--- src/rtl/iobus_pkg.sv ---
// Shared types and constants for the MCS IO-bus router: FSM state encoding, bus widths,
// the default miss/timeout response word and the slot-index width helper.
package iobus_pkg;

    localparam int IOBUS_DATA_W = 32;
    localparam int IOBUS_ADDR_W = 32;
    localparam logic [IOBUS_DATA_W-1:0] IOBUS_DEFAULT_DATA = 32'hDEADBEEF;

    typedef enum logic [1:0] {
        IDLE = 2'd0,
        BUSY = 2'd1,
        DFLT = 2'd2
    } iobus_state_e;

    // A single-slot router still needs a one-bit index so port widths never collapse to zero.
    function automatic int idx_width(input int n);
        return (n > 1) ? $clog2(n) : 1;
    endfunction

endpackage

--- src/rtl/iobus_router_if.sv ---
// Upstream MicroBlaze MCS IO-bus handshake: the CPU side is the master, the router the slave.
interface iobus_router_if;

    logic                             io_addr_strobe;
    logic [iobus_pkg::IOBUS_ADDR_W-1:0] io_address;
    logic [iobus_pkg::IOBUS_DATA_W-1:0] io_read_data;
    logic                             io_ready;

    modport master (
        output io_addr_strobe,
        output io_address,
        input  io_read_data,
        input  io_ready
    );

    modport slave (
        input  io_addr_strobe,
        input  io_address,
        output io_read_data,
        output io_ready
    );

endinterface

--- src/rtl/iobus_slot_decode.sv ---
// Combinational address-window decoder: maps an IO-bus address onto one of CORE_COUNT
// equally sized, power-of-two slots starting at BASE_ADDRESS.
module iobus_slot_decode
    import iobus_pkg::*;
#(
    parameter int                      CORE_COUNT     = 4,
    parameter logic [IOBUS_ADDR_W-1:0] BASE_ADDRESS   = 32'hC000_0000,
    parameter logic [IOBUS_ADDR_W-1:0] ADDRESS_STRIDE = 32'h0000_1000,
    parameter int                      IDX_W          = 2
) (
    input  logic [IOBUS_ADDR_W-1:0] addr,
    output logic                    hit,
    output logic [IDX_W-1:0]        idx
);

    localparam int STRIDE_SHIFT = $clog2(ADDRESS_STRIDE);
    // One extra bit so the window end never overflows, even for a window touching 2**32.
    localparam logic [IOBUS_ADDR_W:0] SPAN =
        (IOBUS_ADDR_W+1)'(CORE_COUNT) * {1'b0, ADDRESS_STRIDE};

    logic [IOBUS_ADDR_W-1:0] offset_s;

    // Offset from the window base, range check and slot index.
    always_comb begin
        offset_s = addr - BASE_ADDRESS;
        hit      = (addr >= BASE_ADDRESS) && ({1'b0, offset_s} < SPAN);
        if (hit) begin
            idx = IDX_W'(offset_s >> STRIDE_SHIFT);
        end else begin
            idx = {IDX_W{1'b0}};
        end
    end

endmodule

--- src/rtl/iobus_router.sv ---
// MCS IO-bus router: decodes the slot window, strobes one core, tracks the transaction with a timeout
// and returns a default response on miss/timeout. Optional error capture: IOBUS_ROUTER_ERR_CAPTURE_EN.
module iobus_router
    import iobus_pkg::*;
#(
    parameter int                      CORE_COUNT     = 4,
    parameter logic [IOBUS_ADDR_W-1:0] BASE_ADDRESS   = 32'hC000_0000,
    parameter logic [IOBUS_ADDR_W-1:0] ADDRESS_STRIDE = 32'h0000_1000,
    parameter int                      TIMEOUT_CYCLES = 255,
    parameter logic [IOBUS_DATA_W-1:0] DEFAULT_DATA   = IOBUS_DEFAULT_DATA
) (
    input  logic                               io_clk,
    input  logic                               io_rst,
    iobus_router_if.slave                      bus,
    output logic [CORE_COUNT-1:0]              core_addr_strobe,
    input  logic [IOBUS_DATA_W*CORE_COUNT-1:0] core_read_data,
    input  logic [CORE_COUNT-1:0]              core_ready,
    output logic                               err_valid,
    output logic [IOBUS_ADDR_W-1:0]            err_addr,
    output logic                               err_timeout,
    input  logic                               err_clear
);

    localparam int IDX_W = idx_width(CORE_COUNT);
    localparam int CNT_W = $clog2(TIMEOUT_CYCLES + 1);
    localparam logic [CNT_W-1:0] CNT_MAX  = {CNT_W{1'b1}};
    // cnt_r holds completed BUSY cycles; the timeout fires on the cycle it would reach TIMEOUT_CYCLES-1,
    // so the DFLT response lands exactly TIMEOUT_CYCLES cycles after the strobe.
    localparam logic [CNT_W-1:0] CNT_LAST = CNT_W'(TIMEOUT_CYCLES - 2);

    iobus_state_e      state_r;
    logic [IDX_W-1:0]  sel_r;
    logic [CNT_W-1:0]  cnt_r;

    logic                    hit_s;
    logic [IDX_W-1:0]        idx_s;
    logic                    accept_s;
    logic                    miss_s;
    logic                    sel_ready_s;
    logic [IOBUS_DATA_W-1:0] sel_data_s;
    logic                    timeout_s;

    iobus_slot_decode #(
        .CORE_COUNT     (CORE_COUNT),
        .BASE_ADDRESS   (BASE_ADDRESS),
        .ADDRESS_STRIDE (ADDRESS_STRIDE),
        .IDX_W          (IDX_W)
    ) u_decode (
        .addr (bus.io_address),
        .hit  (hit_s),
        .idx  (idx_s)
    );

    // Transaction start/miss qualification and the selected core's response.
    always_comb begin
        accept_s = 1'b0;
        miss_s   = 1'b0;
        if ((state_r == IDLE) && bus.io_addr_strobe) begin
            accept_s = hit_s;
            miss_s   = !hit_s;
        end else begin
            accept_s = 1'b0;
            miss_s   = 1'b0;
        end
        sel_ready_s = core_ready[sel_r];
        sel_data_s  = core_read_data[{sel_r, 5'd0} +: IOBUS_DATA_W];
        timeout_s   = (state_r == BUSY) && !sel_ready_s && (cnt_r == CNT_LAST);
    end

    // One-hot core strobe in the same cycle as the accepted upstream strobe.
    always_comb begin
        core_addr_strobe = {CORE_COUNT{1'b0}};
        for (int i = 0; i < CORE_COUNT; i++) begin
            core_addr_strobe[i] = accept_s && (idx_s == IDX_W'(i));
        end
    end

    // Response mux; read data is forced to zero whenever io_ready is low.
    always_comb begin
        bus.io_ready     = 1'b0;
        bus.io_read_data = {IOBUS_DATA_W{1'b0}};
        case (state_r)
            BUSY: begin
                if (sel_ready_s) begin
                    bus.io_ready     = 1'b1;
                    bus.io_read_data = sel_data_s;
                end else begin
                    bus.io_ready     = 1'b0;
                    bus.io_read_data = {IOBUS_DATA_W{1'b0}};
                end
            end
            DFLT: begin
                bus.io_ready     = 1'b1;
                bus.io_read_data = DEFAULT_DATA;
            end
            default: begin
                bus.io_ready     = 1'b0;
                bus.io_read_data = {IOBUS_DATA_W{1'b0}};
            end
        endcase
    end

    // Transaction FSM with slot latch and saturating timeout counter.
    always_ff @(posedge io_clk) begin
        if (io_rst) begin
            state_r <= IDLE;
            sel_r   <= {IDX_W{1'b0}};
            cnt_r   <= {CNT_W{1'b0}};
        end else begin
            case (state_r)
                IDLE: begin
                    if (accept_s) begin
                        sel_r   <= idx_s;
                        cnt_r   <= {CNT_W{1'b0}};
                        state_r <= BUSY;
                    end else if (miss_s) begin
                        state_r <= DFLT;
                    end else begin
                        state_r <= IDLE;
                    end
                end
                BUSY: begin
                    if (sel_ready_s) begin
                        state_r <= IDLE;
                    end else begin
                        if (cnt_r != CNT_MAX) begin
                            cnt_r <= cnt_r + CNT_W'(1);
                        end
                        if (timeout_s) begin
                            state_r <= DFLT;
                        end
                    end
                end
                DFLT: begin
                    state_r <= IDLE;
                end
                default: begin
                    state_r <= IDLE;
                end
            endcase
        end
    end

`ifdef IOBUS_ROUTER_ERR_CAPTURE_EN
    logic                    err_valid_r;
    logic [IOBUS_ADDR_W-1:0] err_addr_r;
    logic                    err_timeout_r;
    logic [IOBUS_ADDR_W-1:0] addr_r;

    // Address of the transaction in flight, needed to report a timeout.
    always_ff @(posedge io_clk) begin
        if (io_rst) begin
            addr_r <= {IOBUS_ADDR_W{1'b0}};
        end else if (accept_s) begin
            addr_r <= bus.io_address;
        end
    end

    // First-error capture; a new error in the clear cycle re-arms and is captured.
    always_ff @(posedge io_clk) begin
        if (io_rst) begin
            err_valid_r   <= 1'b0;
            err_addr_r    <= {IOBUS_ADDR_W{1'b0}};
            err_timeout_r <= 1'b0;
        end else if ((miss_s || timeout_s) && (!err_valid_r || err_clear)) begin
            err_valid_r   <= 1'b1;
            err_addr_r    <= miss_s ? bus.io_address : addr_r;
            err_timeout_r <= timeout_s;
        end else if (err_clear) begin
            err_valid_r   <= 1'b0;
            err_addr_r    <= {IOBUS_ADDR_W{1'b0}};
            err_timeout_r <= 1'b0;
        end
    end

    assign err_valid   = err_valid_r;
    assign err_addr    = err_addr_r;
    assign err_timeout = err_timeout_r;
`else
    logic unused_err_clear_s;

    assign unused_err_clear_s = err_clear;
    assign err_valid          = 1'b0;
    assign err_addr           = {IOBUS_ADDR_W{1'b0}};
    assign err_timeout        = 1'b0;
`endif

endmodule

--- src/flat_wrapper.sv ---
// flat-port wrapper written by rule: the top's interface ports become plain ports
module iobus_router_flat import iobus_pkg::*;
#(
    parameter int                      CORE_COUNT     = 4,
    parameter logic [IOBUS_ADDR_W-1:0] BASE_ADDRESS   = 32'hC000_0000,
    parameter logic [IOBUS_ADDR_W-1:0] ADDRESS_STRIDE = 32'h0000_1000,
    parameter int                      TIMEOUT_CYCLES = 255,
    parameter logic [IOBUS_DATA_W-1:0] DEFAULT_DATA   = IOBUS_DEFAULT_DATA
)
  (io_clk, io_rst, core_addr_strobe, core_read_data, core_ready, err_valid, err_addr, err_timeout, err_clear, bus_io_addr_strobe, bus_io_address, bus_io_read_data, bus_io_ready);
  iobus_router_if bus_i ();
  input  logic io_clk;
  input  logic io_rst;
  output logic [CORE_COUNT-1:0] core_addr_strobe;
  input  logic [IOBUS_DATA_W*CORE_COUNT-1:0] core_read_data;
  input  logic [CORE_COUNT-1:0] core_ready;
  output logic err_valid;
  output logic [IOBUS_ADDR_W-1:0] err_addr;
  output logic err_timeout;
  input  logic err_clear;
  input wire logic [$bits(bus_i.io_addr_strobe)-1:0] bus_io_addr_strobe;
  input wire logic [$bits(bus_i.io_address)-1:0] bus_io_address;
  output wire logic [$bits(bus_i.io_read_data)-1:0] bus_io_read_data;
  output wire logic [$bits(bus_i.io_ready)-1:0] bus_io_ready;
  assign bus_i.io_addr_strobe = bus_io_addr_strobe;
  assign bus_i.io_address = bus_io_address;
  assign bus_io_read_data = bus_i.io_read_data;
  assign bus_io_ready = bus_i.io_ready;
  iobus_router #(.CORE_COUNT(CORE_COUNT), .BASE_ADDRESS(BASE_ADDRESS), .ADDRESS_STRIDE(ADDRESS_STRIDE), .TIMEOUT_CYCLES(TIMEOUT_CYCLES), .DEFAULT_DATA(DEFAULT_DATA)) u_core (.io_clk(io_clk), .io_rst(io_rst), .bus(bus_i), .core_addr_strobe(core_addr_strobe), .core_read_data(core_read_data), .core_ready(core_ready), .err_valid(err_valid), .err_addr(err_addr), .err_timeout(err_timeout), .err_clear(err_clear));
endmodule
--- config.mk ---
export PLATFORM = sky130hd
export DESIGN_NAME = iobus_router_flat
export DESIGN_NICKNAME = d
export VERILOG_FILES = /design/src/rtl/iobus_pkg.sv /design/src/rtl/iobus_router_if.sv /design/src/rtl/iobus_slot_decode.sv /design/src/rtl/iobus_router.sv /design/src/flat_wrapper.sv
export SDC_FILE = /design/constraint.sdc
export NUM_CORES = 1
export LEC_CHECK = 0
export ABC_AREA = 1
export BUFFER_PORTS_ARGS = -buffer_cell sky130_fd_sc_hd__buf_4
export CORE_AREA = 5 5 91 93
export CTS_BUF_LIST = sky130_fd_sc_hd__clkbuf_16
export DETAILED_ROUTE_END_ITERATION = 12
export DIE_AREA = 0 0 96 98
export PLACE_DENSITY_LB_ADDON = 0.05
export SETUP_SLACK_MARGIN = 0.02
export SLEW_MARGIN = 20
export SYNTH_ARGS = -nofsm -noshare
export SYNTH_HDL_FRONTEND = slang
export SYNTH_SLANG_ARGS = --single-unit
export TNS_END_PERCENT = 5
--- constraint.sdc ---
create_clock -name io_clk -period 2.09 [get_ports io_clk]
set_clock_uncertainty 0.05 [all_clocks]
set_input_delay 0.418 -clock io_clk [delete_from_list [all_inputs] [get_ports io_clk]]
set_output_delay 0.418 -clock io_clk [all_outputs]
set_load 0.02 [all_outputs]
==> out/qor.csv, run 1 <==
stage,metric,value,unit
layout,fin_nets,801,
timing,hold_violations,0,
placed_design,globalplace.congestion,0.8147,
placed_design,dp_hpwl,8258,µm
clocking,cts.path.max_buffers,2,
worst_setup_path,cp-end-kind,primary output,
floorplanning,core,7447,µm²
synth,synth_area_leaders,"nor2_1 (24%), o21ai_0 (13%), buf_4 (11%), dfxtp_1 (11%), nand2_1 (7.1%)",
power_and_ir_drop,peakVddDrop,0.4759,mV
synth,synth_top_area_share,24.39,%
routing,drc,0,
power_and_ir_drop,p_leak,0.002104,µW
global_route,grt_max_degree,57,
worst_setup_path,startpoint_type,flop,
synth,yosys_most_used_dff,dfxtp_1,
timing,fmax,0.4822,GHz
power_and_ir_drop,powerDensity,247.4,nW/µm²
timing,finalWorstSetupSlack,0.01600,ns
floorplanning,pin_count,239,
synth,synth_area,2262,µm²
timing,fin_crit_sh,99.23,%
routing,vias_per_cell,4.659,
floorplanning,rows,32,
synth,yosys.area_share.simple,38.55,%
floorplanning,chipHeight,98,µm
worst_setup_path,worstPathArrival,1.61,ns
synth,synth.largest_area_cell,nor2_1,
worst_setup_path,rr_startpoint,u_core.state_r[0],
floorplanning,die-area,9408,µm²
synth,synth.distinct_cells,29,
floorplanning,start_util,30.38,%
routing,drt_wl_total,11180,µm
timing,rsz0062_at_grt,true,
clocking,cts_tree,built,
clocking,cts_buffers,3,
synth,syn_inst,433,
routing,drt-pass1-iter-count,4,
layout,synthToLayoutAreaGrowth,84.51,%
routing,routedWlPerCell,15.36,µm
timing,finalCriticalPeriod,2.074,ns
worst_setup_path,path_class,reg -> out,
placed_design,portBuffers,191,
global_route,grt_usage,20.99,%
clocking,htreeDepth,1,
floorplanning,fp.dieW,96,µm
global_route,antenna_found_initial,0,
synth,synth_edf_count,0,
routing,ant_nets,0,
clocking,clk_latency,0.24,ns
global_route,grt_overflow_total,0,
routing,drt_iter0_drc,147,
global_route,grt_pass1_vias,3068,
placed_design,dpl_cell_area,3719,µm²
timing,maxSlewViolCount,0,
clocking,clk_pin_slew_worst_paths,0.04,ns
synth,yosysWarnings,0,
worst_setup_path,worstPathRequired,1.62,ns
synth,yosys-top-cells-count,"nor2_1 (147), o21ai_0 (61), nand2_1 (43)",
min_path,hp-start,io_rst,
timing,setup_viol,0,
status,status,"finished, final reports clean",
clocking,cts.sinks,12,
layout,drive_above_1_share,43.29,%
synth,yosys_register_bits,12,
synth,syn_avg_cell_area,5.224,µm²
run,cap_violations,0,
synth,yosysMostFrequentCell,nor2_1,
power_and_ir_drop,total_power,1033,µW
global_route,grt_pass1_wl,15990,µm
synth,async_flop_share,0,%
layout,finalInstanceArea,4174,µm²
synth,yosys.area_share.adder,2.765,%
clocking,cts_root_buf,clkbuf_16,
timing,whs,0.3447,ns
synth,ys_seq_area_share,10.62,%
worst_setup_path,crit_start,u_core.sel_r[0],
routing,vias,3392,
synth,synth_top_family_by_area,simple AND/OR/NAND/NOR gates,
synth,synth_xor_area_share,1.162,%
worst_setup_path,cp_max_fo,6,
synth,synth_compound_area_share,26.94,%
synth,muxShareOfSynthArea,0,%
placed_design,place_ws,0.1297,ns
timing,tns,0,ns
min_path,min_path_type,in -> reg,
layout,n_antenna_cell,0,
==> power breakdown <==
| group | switching [µW] | internal [µW] |
|---|---|---|
| Combinational | 199 | 251 |
| Sequential | 4.03 | 232 |
| Clock | 97.5 | 249 |
| Total | 300 | 732 |
==> cells in the final DEF, fill, tap and decap left out, types with 6 or more instances in the layout <==
cell / count
buf_4: 192
nor2_1: 128
o21ai_0: 52
nand2_1: 38
conb_1: 34
o22ai_1: 24
nor2_2: 22
a21oi_1: 17
buf_6: 17
inv_1: 15
o21ai_1: 14
nand3_1: 13
dfxtp_1: 8
nand2_2: 6
clkbuf_16: 6
==> metal layers <==
| metal | GRT usage [%] | vias up | part of all wire, % |
|---|---|---|---|
| met5 | 0 | - | 0 |
| met4 | 3.392 | 0 | 1.0 |
| met3 | 4.314 | 11 | 8.5 |
| met2 | 38.71 | 120 | 53 |
| met1 | 24.78 | 1523 | 38 |
| li1 | - | 1738 | - |
==> through the flow <==
step,util (%),instances
3_5_place_dp,49.93,712
3_3_place_gp,49.93,712
2_1_floorplan,-,466
5_1_grt,56.05,728
4_1_cts,52.81,722
6_report,56.05,728
==> timing repair <==
item / in CTS / in global routing
endpoints found under the setup margin: 27 / 36
endpoints found under the hold margin: 0 / 0
resized for setup: 18 / 53
cloned: 2 / 4
pin swaps: 4 / 6
hold buffers: 0 / 0
setup buffers: 5 / 2
==> final timing paths <==
kind | to | slack (ns) | cells after the start
worst max register to register | u_core.cnt_r[0] | 0.25 | 10
worst max-delay path | bus_io_read_data[6] | 0.02 | 11
worst min-delay path | u_core.sel_r[0] | 0.34 | 2
worst min register to register | u_core.cnt_r[3] | 0.45 | 2
==> registers in the layout (all words and copies together), names as in the netlist <==
name / cells
u_core.sel_r: 2
u_core.cnt_r: 8
u_core.state_r: 2
==> kinds of logic (layout without fill, tap and decap cells) <==
family	Yosys count	after routing
compound gates	113	113
xor+xnor	3	3
fa+ha+maj	5	5
buf+inv	82	242
flops	12	12
other cells	1	34
simple gates	217	217
==> worst max-delay path: stages (launching register included) <==
cell and delay (ns):
dfxtp_4 0.37, inv_4 0.09, nand2_2 0.05, nand3_2 0.06
nand2_2 0.06, inv_2 0.06, nand2_2 0.05, nand2_2 0.08
nand2_4 0.11, clkbuf_16 0.19, nor2_1 0.09, buf_4 0.15
==> area by class of cell <==
type | instances | area (µm²)
Sequential cell | 12 | 247.7
Inverter | 22 | 90.09
Fill cell | 809 | 3273
Tap cell | 102 | 127.6
Multi-Input combinational cell | 372 | 1803
Timing Repair Buffer | 217 | 1831
Clock buffer | 3 | 75.07
Power figures use the tool's default switching activity.
==> inputs of run 2 (changes only) <==
--- a/config.mk
+++ b/config.mk
@@ -6,7 +6,7 @@
 export NUM_CORES = 1
 export LEC_CHECK = 0
 export ABC_AREA = 1
-export BUFFER_PORTS_ARGS = -buffer_cell sky130_fd_sc_hd__buf_4
+export BUFFER_PORTS_ARGS = -buffer_cell sky130_fd_sc_hd__buf_2
 export CORE_AREA = 5 5 91 93
 export CTS_BUF_LIST = sky130_fd_sc_hd__clkbuf_16
 export DETAILED_ROUTE_END_ITERATION = 12
==> run 2 against run 1 <==
Compared with the run above: first-iteration DRC count shrank 6.1%; via count shrank 1.4%; combinational power down 19%; non-clock buffer count fell by 6; cell area decreased by 12%; power decreased by 8.5%; utilization decreased by 6.7 points; die area unchanged; sequential power about the same; final cell count fell by 0.69%; critical path depth unchanged; register-to-register slack better by 0.03 ns; critical endpoint is now bus_io_read_data[21]; largest power group unchanged; highest routed layer unchanged.
==> out/qor.csv, run 2 (same netlist as run 1, synthesis figures left out) <==
stage,metric,value,unit
power_and_ir_drop,p_switching,295.7,µW
layout,largest_register,u_core.cnt_r,
worst_setup_path,reg2reg_depth,10,
run,cap_violations,0,
clocking,clk_pin_slew_worst_paths,0.04,ns
global_route,grt_usage,19.59,%
floorplanning,die-area,9408,µm²
floorplanning,rows,32,
worst_setup_path,regToRegSetupSlack,0.28,ns
routing,vias_per_cell,4.627,
clocking,clk_latency,0.24,ns
worst_setup_path,worstPathArrival,1.59,ns
min_path,hp-start,io_rst,
power_and_ir_drop,pwr-share-comb,38.6,%
power_and_ir_drop,internal_power,649.0,µW
clocking,cts_tree,built,
clocking,cts.path.max_buffers,2,
placed_design,dpl_cell_area,3263,µm²
worst_setup_path,rr_startpoint,u_core.state_r[1],
routing,wl_met1,3846,µm
placed_design,dp.cells,715,
timing,finalCriticalPeriod,2.054,ns
routing,ant_nets,0,
status,status,"finished, final reports clean",
layout,largest_register_ffs,8,
layout,nFillCells,832,
layout,finalInstanceArea,3677,µm²
power_and_ir_drop,power_frac_seq,25.0,%
power_and_ir_drop,swShare,31.30,%
worst_setup_path,path_class,reg -> out,
clocking,cts.sinks,12,
routing,routedWlPerCell,14.36,µm
placed_design,dp_hpwl,7947,µm
min_path,whs_endpoint,u_core.sel_r[0],
placed_design,globalplace.congestion,0.7738,
global_route,grt_pass1_wl,14950,µm
layout,fin_util,49.38,%
clocking,hold_buffers,0,
routing,drc,0,
timing,hold_violations,0,
floorplanning,core,7447,µm²
timing,fmax,0.4868,GHz
floorplanning,pin_count,239,
worst_setup_path,cp-end-kind,primary output,
clocking,htreeDepth,1,
layout,drive_above_1_share,41.13,%
routing,drt-pass1-iter-count,4,
floorplanning,fp.dieW,96,µm
global_route,grt_max_degree,55,
global_route,grt_pass1_vias,3057,
routing,maxUsedRoutingLayer,met4,
worst_setup_path,worstPathRequired,1.62,ns
routing,drt_iter0_drc,138,
layout,final_cell_mix,"buf_2 (164), nor2_1 (131), o21ai_0 (60), nand2_1 (39), conb_1 (34)",
min_path,min_path_type,in -> reg,
global_route,grt_overflow_total,0,
routing,wl_met3,859,µm
timing,maxSlewViolCount,0,
power_and_ir_drop,pwr-share-clk,36.4,%
min_path,min_delay_path_depth,2,
routing,vias,3345,
timing,fin_crit_sh,98.28,%
worst_setup_path,r2r_end,u_core.cnt_r[6],
timing,whs,0.4182,ns
worst_setup_path,startpoint_type,flop,
layout,reg_top3,"u_core.cnt_r x8, u_core.sel_r x2, u_core.state_r x2",
clocking,cts_buffers,3,
power_and_ir_drop,peakVddDrop,0.4215,mV
floorplanning,chipHeight,98,µm
global_route,antenna_found_initial,1,
floorplanning,start_util,30.38,%
power_and_ir_drop,powerDensity,256.9,nW/µm²
layout,layout.cells.non_filler,723,
layout,synthToLayoutAreaGrowth,62.56,%
timing,setup_viol,0,
power_and_ir_drop,p_leak,0.001918,µW
routing,met2RoutedLength,5547,µm
clocking,cts_root_buf,clkbuf_16,
worst_setup_path,cp_max_fo,11,
layout,fin_nets,795,
routing,drt_wl_total,10380,µm
timing,rsz0062_at_grt,true,
placed_design,portBuffers,191,
layout,layout_commonest_cell,buf_2,
-- run 2: changes by cell type in the layout (fill, tap and decap cells not counted), sizes merged --
cell,before,now
diode,0,1
buf,214,210
clkbuf,6,4
-- run 2: worst max-delay path by stage --
stage | cells past startpoint | from | end
final | 11 | u_core.sel_r[0] | bus_io_read_data[21]
after CTS | 9 | u_core.state_r[0] | core_addr_strobe[1]
after floorplan | 6 | u_core.state_r[0] | core_addr_strobe[0]
after detailed placement | 10 | bus_io_address[27] | u_core.cnt_r[2]
after global routing | 11 | u_core.sel_r[0] | bus_io_read_data[11]
after global placement | 11 | core_ready[1] | bus_io_read_data[2]
-- run 2: per-stage QoR --
| step | TNS [ns] | worst slack [ns] | total power [µW] |
|---|---|---|---|
| floorplan | 0 | 0.2095 | 452.6 |
| global placement | 0 | 0.1353 | 570.0 |
| detailed placement | 0 | 0.1179 | 574.5 |
| CTS | 0 | 0.02351 | 936.5 |
| global route | -0.3874 | -0.03516 | 1003 |
| finish | 0 | 0.03598 | 944.7 |
-- run 2: repair_timing --
action	4_1_cts	5_1_grt
gates resized for setup	33	56
setup endpoints to repair	32	35
setup buffers	2	0
gates cloned	1	1
pin swaps	2	2
-- run 2: power groups by stage --
stage / combinational (µW) / clock [µW] / sequential, µW
CTS: 348 / 353 / 236
floorplan: 212 / 0 / 240
detailed placement: 333 / 0 / 241
global placement: 329 / 0 / 241
finish: 365 / 344 / 236
global route: 403 / 363 / 236
-- run 2: cell type report --
type	count	area, µm²	area share, %
Multi-Input combinational cell	372	1794	48.79
Timing Repair Buffer	211	1344	36.54
Sequential cell	12	246.5	6.703
Tap cell	102	127.6	3.471
Inverter	22	87.58	2.382
Clock buffer	3	75.07	2.042
Antenna cell	1	2.502	0.06805
-- run 2: worst max-delay path: stages, from the launching register on --
cell and delay (ns):
dfxtp_4 0.37, inv_6 0.08, nand2_1 0.05, nand3_1 0.07, nand2_2 0.07, inv_2 0.07, nand2_2 0.06, nand2_2 0.07
nand2_4 0.09, buf_12 0.17, nor2_2 0.11, buf_6 0.13
-- run 2: metal layers --
| layer | up-vias | global-route usage (%) |
|---|---|---|
| li1 | 1722 | - |
| met1 | 1503 | 22.87 |
| met2 | 110 | 36.11 |
| met3 | 10 | 3.005 |
| met4 | 0 | 5.252 |
| met5 | - | 0 |
==> inputs of run 3 (changes only) <==
==> constraint.sdc (replaced) <==
create_clock -name io_clk -period 2.63 [get_ports io_clk]
set_clock_uncertainty 0.05 [all_clocks]
set_input_delay 0.526 -clock io_clk [delete_from_list [all_inputs] [get_ports io_clk]]
set_output_delay 0.526 -clock io_clk [all_outputs]
set_load 0.02 [all_outputs]
==> run 3 against run 2 <==
Compared with the run above: sequential share of layout area increased by 0.73 points; power decreased by 22%; first-iteration DRC count decreased by 5.8%; critical path type unchanged.
==> out/qor.csv, run 3 (same netlist as run 1, synthesis figures left out) <==
stage,metric,value,unit
status,status,"finished, final reports clean",
timing,fmax,0.4087,GHz
clocking,cts_setup_buffers,0,
layout,fin_nets,784,
routing,drc,0,
min_path,min_path_type,reg -> reg,
routing,drt-pass1-iter-count,5,
routing,vias,3279,
floorplanning,core,7447,µm²
clocking,cts_buffers,3,
timing,maxSlewViolCount,0,
min_path,hp-start,u_core.cnt_r[5],
routing,routedWlPerCell,14.08,µm
worst_setup_path,regToRegSetupSlack,0.70,ns
layout,layout_commonest_cell,buf_2,
layout,largest_register_ffs,8,
worst_setup_path,reg2reg_depth,11,
floorplanning,start_util,30.38,%
routing,drt_iter0_drc,130,
layout,reg_top3,"u_core.cnt_r x8, u_core.sel_r x2, u_core.state_r x2",
worst_setup_path,cp_max_fo,24,
global_route,grt_overflow_total,0,
worst_setup_path,cp-end-kind,primary output,
clocking,cts.path.max_buffers,2,
floorplanning,fp.dieW,96,µm
layout,nFillCells,864,
placed_design,globalplace.congestion,0.8163,
worst_setup_path,path_class,reg -> out,
floorplanning,pin_count,239,
timing,fin_crit_sh,93.04,%
layout,synthToLayoutAreaGrowth,45.13,%
worst_setup_path,worstPathRequired,2.05,ns
floorplanning,chipHeight,98,µm
placed_design,portBuffers,191,
worst_setup_path,worstPathArrival,1.87,ns
worst_setup_path,max_stage_delay,0.40,ns
power_and_ir_drop,powerDensity,223.5,nW/µm²
clocking,hold_buffers,0,
worst_setup_path,startpoint_type,flop,
clocking,clk_latency,0.24,ns
placed_design,dp_hpwl,7982,µm
layout,largest_register,u_core.cnt_r,
timing,hold_violations,0,
global_route,grt_usage,18.99,%
run,cap_violations,0,
global_route,antenna_found_initial,1,
clocking,cts_root_buf,clkbuf_16,
global_route,grt_max_degree,55,
routing,ant_nets,0,
placed_design,place_ws,0.3465,ns
layout,multi_input_comb_area,1703,µm²
layout,final_cell_mix,"buf_2 (191), nor2_1 (147), o21ai_0 (61), nand2_1 (43), conb_1 (34)",
global_route,grt_pass1_wl,14500,µm
layout,drive_above_1_share,35.96,%
timing,tns,0,ns
min_path,whs_endpoint,u_core.cnt_r[5],
layout,seq_area,244.0,µm²
worst_setup_path,rr_startpoint,u_core.state_r[0],
min_path,min_delay_path_depth,2,
clocking,cts.sinks,12,
timing,rsz0062_at_grt,true,
layout,fin_util,44.09,%
routing,drt_wl_total,10020,µm
power_and_ir_drop,p_leak,0.001811,µW
timing,finalWorstSetupSlack,0.1832,ns
power_and_ir_drop,peakVddDrop,0.3169,mV
timing,setup_viol,0,
clocking,htreeDepth,1,
floorplanning,die-area,9408,µm²
worst_setup_path,cp_common_cell,nand2_1,
worst_setup_path,critPathSlowestCell,dfxtp_4,
worst_setup_path,r2r_end,u_core.cnt_r[1],
clocking,cts_tree,built,
global_route,grt_pass1_vias,2952,
routing,vias_per_cell,4.605,
clocking,clk_pin_slew_worst_paths,0.04,ns
worst_setup_path,worstPathCellList,inv_2 -> nand2_1 -> nand3_1 -> nand2_2 -> inv_2 -> nand2_1 -> nand2_1 -> nand2_1 -> buf_12 -> nor2_1 -> buf_2,
floorplanning,rows,32,
timing,finalCriticalPeriod,2.447,ns
[run 3: final cells by class]
type                    count  share of cell area, %
well taps                 102                  3.887
flip-flops and latches     12                  7.431
clock buffers               3                  2.287
multi-input cells         372                  51.87
diodes                      1                0.07622
repair buffers            200                  31.94
inverters                  22                  2.515
[run 3: how the worst max path moves through the flow]
stage | start | slack [ns] | cells after the start | endpoint
3_5_place_dp | u_core.sel_r[0] | 0.35 | 8 | bus_io_read_data[20]
5_1_grt | u_core.sel_r[0] | -0.02 | 11 | bus_io_read_data[15]
2_1_floorplan | bus_io_address[27] | 0.55 | 5 | core_addr_strobe[0]
4_1_cts | u_core.sel_r[0] | 0.09 | 8 | bus_io_read_data[20]
3_3_place_gp | u_core.sel_r[0] | 0.35 | 8 | bus_io_read_data[20]
6_report | u_core.sel_r[0] | 0.18 | 11 | bus_io_read_data[23]
[run 3: through the flow]
stage                     instance area (µm²)  total power, µW  cells  hold slack, ns
after global routing                     3283            777.5    712          0.4858
final                                    3283            733.7    712          0.4512
after CTS                                3273            736.3    711          0.4552
after detailed placement                 3198            455.2    708          0.4475
after floorplan                          2386            359.7    466          0.4135
after global placement                   3198            452.2    708          0.4387
[run 3: what timing repair did]
action                     CTS  global route
gates resized for setup      0             2
hold endpoints to repair     0             0
setup endpoints to repair    0            32
[run 3: report_power, final]
part           internal, µW  switching [µW]
Clock                   198            81.2
Combinational           121             146
Sequential              184            2.85
Total                   503             230
[run 3: metal layers]
layer  vias up  GRT usage, %  wire, µm
met1      1444         22.06      3799
met2       126         35.85      5146
met5         -             0         0
met4         0         4.048       127
met3         9         2.619       948
li1       1700             -         -
[run 3: critical path, delay by kind of cell (launching register included)]
kind | cells | cell delay (ns)
simple gates | 7 | 0.57
buf+inv | 4 | 0.65
flops | 1 | 0.40
